$ cat config.mk
export PLATFORM = sky130hd
export DESIGN_NAME = dmem_arbiter
export DESIGN_NICKNAME = d
export VERILOG_FILES = /design/src/rtl/dmem_arbiter.sv
export SDC_FILE = /design/constraint.sdc
export NUM_CORES = 1
export LEC_CHECK = 0
export ABC_AREA = 1
export ABC_CLOCK_PERIOD_IN_PS = 1100
export BUFFER_PORTS_ARGS = -buffer_cell sky130_fd_sc_hd__buf_2
export CAP_MARGIN = 30
export CORE_ASPECT_RATIO = 1.75
export CORE_MARGIN = 3
export CORE_UTILIZATION = 36
export DETAILED_ROUTE_END_ITERATION = 10
export PLACE_DENSITY_LB_ADDON = 0.1
export SLEW_MARGIN = 20
export SYNTH_ARGS = -nofsm -noshare
export SYNTH_HDL_FRONTEND = slang
export SYNTH_SLANG_ARGS = --single-unit
$ cat constraint.sdc
create_clock -name clock -period 1.1 [get_ports clock]
set_input_delay 0.165 -clock clock [delete_from_list [all_inputs] [get_ports clock]]
set_output_delay 0.165 -clock clock [all_outputs]
set_load 0.01 [all_outputs]
$ cat src/rtl/dmem_arbiter.sv
// rtl/dmem_arbiter.sv - two-port round-robin arbiter in front of a single-port dmem syncram
// Optional burst locking (lock0/lock1 ports, owner tracking) is enabled by defining DMEM_ARB_LOCK_EN.
module dmem_arbiter #(
    parameter int ADDR_W    = 12,
    parameter int DATA_W    = 32,
    parameter int MAX_BURST = 8
) (
    input  logic              clock,
    input  logic              reset,
    input  logic              req0,
    input  logic              req1,
    input  logic              we0,
    input  logic              we1,
    input  logic [ADDR_W-1:0] addr0,
    input  logic [ADDR_W-1:0] addr1,
    input  logic [DATA_W-1:0] wdata0,
    input  logic [DATA_W-1:0] wdata1,
`ifdef DMEM_ARB_LOCK_EN
    input  logic              lock0,
    input  logic              lock1,
`endif
    output logic              gnt0,
    output logic              gnt1,
    output logic              rvalid0,
    output logic              rvalid1,
    output logic [DATA_W-1:0] rdata0,
    output logic [DATA_W-1:0] rdata1,
    output logic [ADDR_W-1:0] mem_address,
    output logic [DATA_W-1:0] mem_data,
    output logic              mem_wren,
    input  logic [DATA_W-1:0] mem_q
);

    if (MAX_BURST < 1) begin : g_bad_cfg
        $error("dmem_arbiter: MAX_BURST must be at least 1");
    end

    logic              last_gnt;
    logic [1:0]        rv_q;
    logic [DATA_W-1:0] hold0;
    logic [DATA_W-1:0] hold1;
    logic              pick1;

`ifdef DMEM_ARB_LOCK_EN
    localparam int CNT_W = $clog2(MAX_BURST + 1);

    logic             owner_valid;
    logic             owner;
    logic [CNT_W-1:0] burst_cnt;
    logic             owner_req;
    logic             owner_lock;
    logic             owner_holds;
    logic             lock_grant;

    assign owner_req   = owner ? req1 : req0;
    assign owner_lock  = owner ? lock1 : lock0;
    // The owner keeps winning conflicts only until it has used up its burst allowance.
    assign owner_holds = owner_valid && owner_req && owner_lock
                         && (burst_cnt < CNT_W'(MAX_BURST));
    assign pick1       = owner_holds ? owner : ~last_gnt;
    assign lock_grant  = (gnt0 & lock0) | (gnt1 & lock1);

    // Any cycle without a locked grant (lock drop, idle owner) releases ownership.
    always_ff @(posedge clock) begin
        if (reset) begin
            owner_valid <= 1'b0;
            owner       <= 1'b0;
            burst_cnt   <= '0;
        end else if (lock_grant) begin
            if (owner_valid && (owner == gnt1)) begin
                if (burst_cnt != CNT_W'(MAX_BURST)) begin
                    burst_cnt <= burst_cnt + CNT_W'(1);
                end
            end else begin
                owner_valid <= 1'b1;
                owner       <= gnt1;
                burst_cnt   <= CNT_W'(1);
            end
        end else begin
            owner_valid <= 1'b0;
            burst_cnt   <= '0;
        end
    end
`else
    assign pick1 = ~last_gnt;
`endif

    // Grants are combinational so the winner reaches the syncram in the request cycle.
    assign gnt0 = ~reset & req0 & (~req1 | ~pick1);
    assign gnt1 = ~reset & req1 & (~req0 | pick1);

    assign mem_address = gnt1 ? addr1 : addr0;
    assign mem_data    = gnt1 ? wdata1 : wdata0;
    assign mem_wren    = (gnt0 & we0) | (gnt1 & we1);

    // mem_q is only meaningful in the cycle after the read; the hold regs keep it afterwards.
    assign rvalid0 = rv_q[0] & ~reset;
    assign rvalid1 = rv_q[1] & ~reset;
    assign rdata0  = reset ? '0 : (rv_q[0] ? mem_q : hold0);
    assign rdata1  = reset ? '0 : (rv_q[1] ? mem_q : hold1);

    always_ff @(posedge clock) begin
        if (reset) begin
            last_gnt <= 1'b1;
            rv_q     <= 2'b00;
            hold0    <= '0;
            hold1    <= '0;
        end else begin
            if (gnt0 | gnt1) begin
                last_gnt <= gnt1;
            end
            rv_q <= {gnt1 & ~we1, gnt0 & ~we0};
            if (rv_q[0]) begin
                hold0 <= mem_q;
            end
            if (rv_q[1]) begin
                hold1 <= mem_q;
            end
        end
    end

endmodule

==> summary.txt <==
Critical path
  • WS Path Type: flop to output port
  • R2R depth: 6
  • R2r startpoint: rv_q[1]$_SDFF_PP0_
  • Critical path origin: rv_q[1]$_SDFF_PP0_
  • Reg2Reg Setup Slack: -0.06 ns
  • Max Fanout on Critical Path: 10
  • Crit. End Element: output port
  • Crit path DAT: 1.35 ns
  • Startpoint Class: flop
  • Data required, critical path: 0.94 ns
  • Reg-to-reg endpoint: hold1[28]$_DFF_P_

Job
  • Maxcap violations: 0

STA
  • Setup repair after global routing missed its margin: true
  • Final Cycle Share: 137.6%
  • Worst Skew: 0.005132 ns
  • Final setup margin: -0.4137 ns
  • Endpoints failing setup: 117
  • Relative max-transition margin: 86.24%
  • Measured slew at the worst slew-check pin: 0.2061 ns
  • Fmax achieved: 0.6606 GHz
  • Slew Viols, Final: 0
  • TNS Setup: -39.22 ns
  • Final hold vios: 0
  • Tmin final: 1.514 ns

CTS
  • CTS max path bufs: 2
  • Root Driver: clkbuf_16
  • Clk slew on worst S/H paths: 0.05 ns
  • CTS tree: yes
  • Htree depth: 3
  • Clock sinks: 67
  • Worst skew pair latency: 0.33 ns
  • CTS buffer count: 9

Yosys
  • Distinct cells, synth: 16
  • Post-synthesis xor/xnor area fraction: 0%
  • Compound-Gate Fraction of Synth Area: 10.73%
  • EDFF count, synth: 0
  • Top-count cell post-synth: nor2_1
  • Post-synth ARST share: 0%
  • Ys flop type: dfxtp_1
  • Synth top area cells: dfxtp_1, nor2_1, nand2_1
  • Seq/Total Area, Yosys: 44.24%
  • Post-synthesis adder-cell area fraction: 0%
  • Mapped cell area: 3032 sq um
  • Post-synth top cells: nor2_1, nand2_1, dfxtp_1
  • Synthesized flop and latch total: 67
  • Syn Area/Cell: 6.737 sq um
  • Yosys top cell by area: dfxtp_1
  • Largest family of logic cells by synthesized area: simple AND/OR/NAND/NOR gates
  • Simple-gate area share of the yosys netlist: 37.85%
  • Post-synthesis mux area share: 0%
  • Synth Warn #: 0
  • Post-Synthesis Cells: 450
  • Syn Nets: 576
  • Share of the synthesized area in the top cell type: 44.24%

Power and ir drop
  • Power per cell area: 1246 nW/um^2
  • Peak VDD IR: 1.527 mV
  • Tot Pwr: 6.782 mW
  • Leakage Power: 2.950 nW

Die
  • Die area: 9602 sq um
  • Row count: 43
  • Core footprint: 8070 sq um
  • Initial core utilization: 37.57%
  • IO Pins: 239
  • Die H: 127.4 um
  • Die Width: 75.37 um

Routing
  • DR DRC count: 0
  • Avg WL per Cell: 14.98 um
  • Vias per inst: 5.027
  • Vias post-DR: 4,102
  • Antenna viol nets, final: 0
  • First-pass detailed-route iteration total: 4
  • Routed wire length: 12,220 um
  • Drt initial violations: 127

Place
  • Placed cell areas: 4437 sq um
  • RePlAce Congestion: 0.8202
  • IO Port Bufs: 238
  • DP Wirelength: 8393 um

Global route
  • First-pass GRT wire length: 16,680 um
  • Initial antenna violation count: 2
  • Vias in the first global route: 3,598
  • GR Overflow Total: 0
  • Global Route Usage Sum: 22.85%
  • Largest net degree at the start of global routing: 33

Cells and area
  • Syn-to-layout area delta: 79.53%
  • Cell area after layout: 5443 sq um
  • Layout cells sized above 1: 53.31%
  • Fill cell count: 721
  • Layout Nets: 846

Outcome
  • Failing checks: setup timing
  • Run status: finished with violations

Hold path
  • WHS Endpoint: hold1[3]$_DFF_P_
  • Hold Path Class: primary input to flop
  • Worst Hold Path Cells: 3
  • Hold Crit Start: mem_q[3]
## critical path: stages (launching register included)
cell       delay, ns
dfxtp_4         0.40
inv_6           0.11
clkbuf_16       0.17
nor2_1          0.05
nor2_1          0.13
buf_2           0.16
## sequential cells by signal, indices dropped and copies added (netlist names)
register  count
last_gnt      1
hold0        32
hold1        32
rv_q          2
## what timing repair did
item	CTS	global route
hold buffers	2	0
endpoints found under the setup margin	113	114
pin swaps	35	54
gates cloned	4	4
endpoints found under the hold margin	2	0
setup buffers	13	12
gates resized for setup	74	89
## stage by stage
step / util (%) / instances / hold slack (ns) / worst slack (ns)
2_1_floorplan: - / 450 / 0.2374 / -0.05010
3_3_place_gp: 54.98 / 764 / 0.3451 / -0.1350
3_5_place_dp: 54.98 / 764 / 0.3466 / -0.1428
4_1_cts: 62.68 / 798 / 0.09500 / -0.3922
5_1_grt: 67.44 / 816 / 0.1094 / -0.4566
6_report: 67.44 / 816 / 0.09570 / -0.4137
## logic make-up after synthesis
family | after synthesis
and+or+nand+nor | 273
buffers and inverters | 45
AOI/OAI and AO/OA | 65
DFF | 67
## worst max path at each step
stage | end | slack (ns) | cells after the start
after global placement | rdata0[4] | -0.13 | 6
after CTS | rdata1[2] | -0.39 | 5
after detailed placement | rdata0[5] | -0.14 | 6
final | rdata1[2] | -0.41 | 5
after global routing | rdata0[15] | -0.46 | 4
after floorplan | rdata1[10] | -0.05 | 4
## routing by layer
layer  track usage [%]  wire, um
met3             5.433       991
met2             41.11      6553
met1             23.04      4279
met4             12.36       397
met5                 0         0
## layout by cell type (no fill, tap or decap)
cell type	count
nand2_1	89
nor2_1	97
buf_4	30
dlygate4sd3_1	2
nand3_4	1
nand3_1	1
dfxtp_2	1
dfxtp_1	64
o21ai_0	15
clkinvlp_4	1
inv_1	3
nand2_4	1
clkbuf_16	12
diode_2	2
a21oi_1	1
clkbuf_1	2
inv_2	2
buf_8	1
clkbuf_8	3
buf_16	2
buf_2	232
buf_6	16
buf_12	11
inv_6	2
dfxtp_4	2
o21ai_2	30
nor2_2	34
nand2_2	3
o21ai_1	19
nand4_1	45
nor2_4	2
## power by group
group          switching (mW)  internal (mW)  total, mW
combinational           0.782          0.724       1.51
clock                   0.985           1.70       2.68
sequential             0.0497           2.54       2.59
## cell type report
cell class                 count  area [sq um]  share of cell area [%]
timing repair buffer         297          1952                   35.86
multi-input combinational    338          1705                   31.33
sequential                    67          1350                   24.80
clock buffer                  14         274.0                   5.034
tap                           90         112.6                   2.069
inverter                       7         36.28                  0.6667
clock inverter                 1         7.507                  0.1379
antenna                        2         5.005                 0.09195
(Power assumes the default switching activity.)
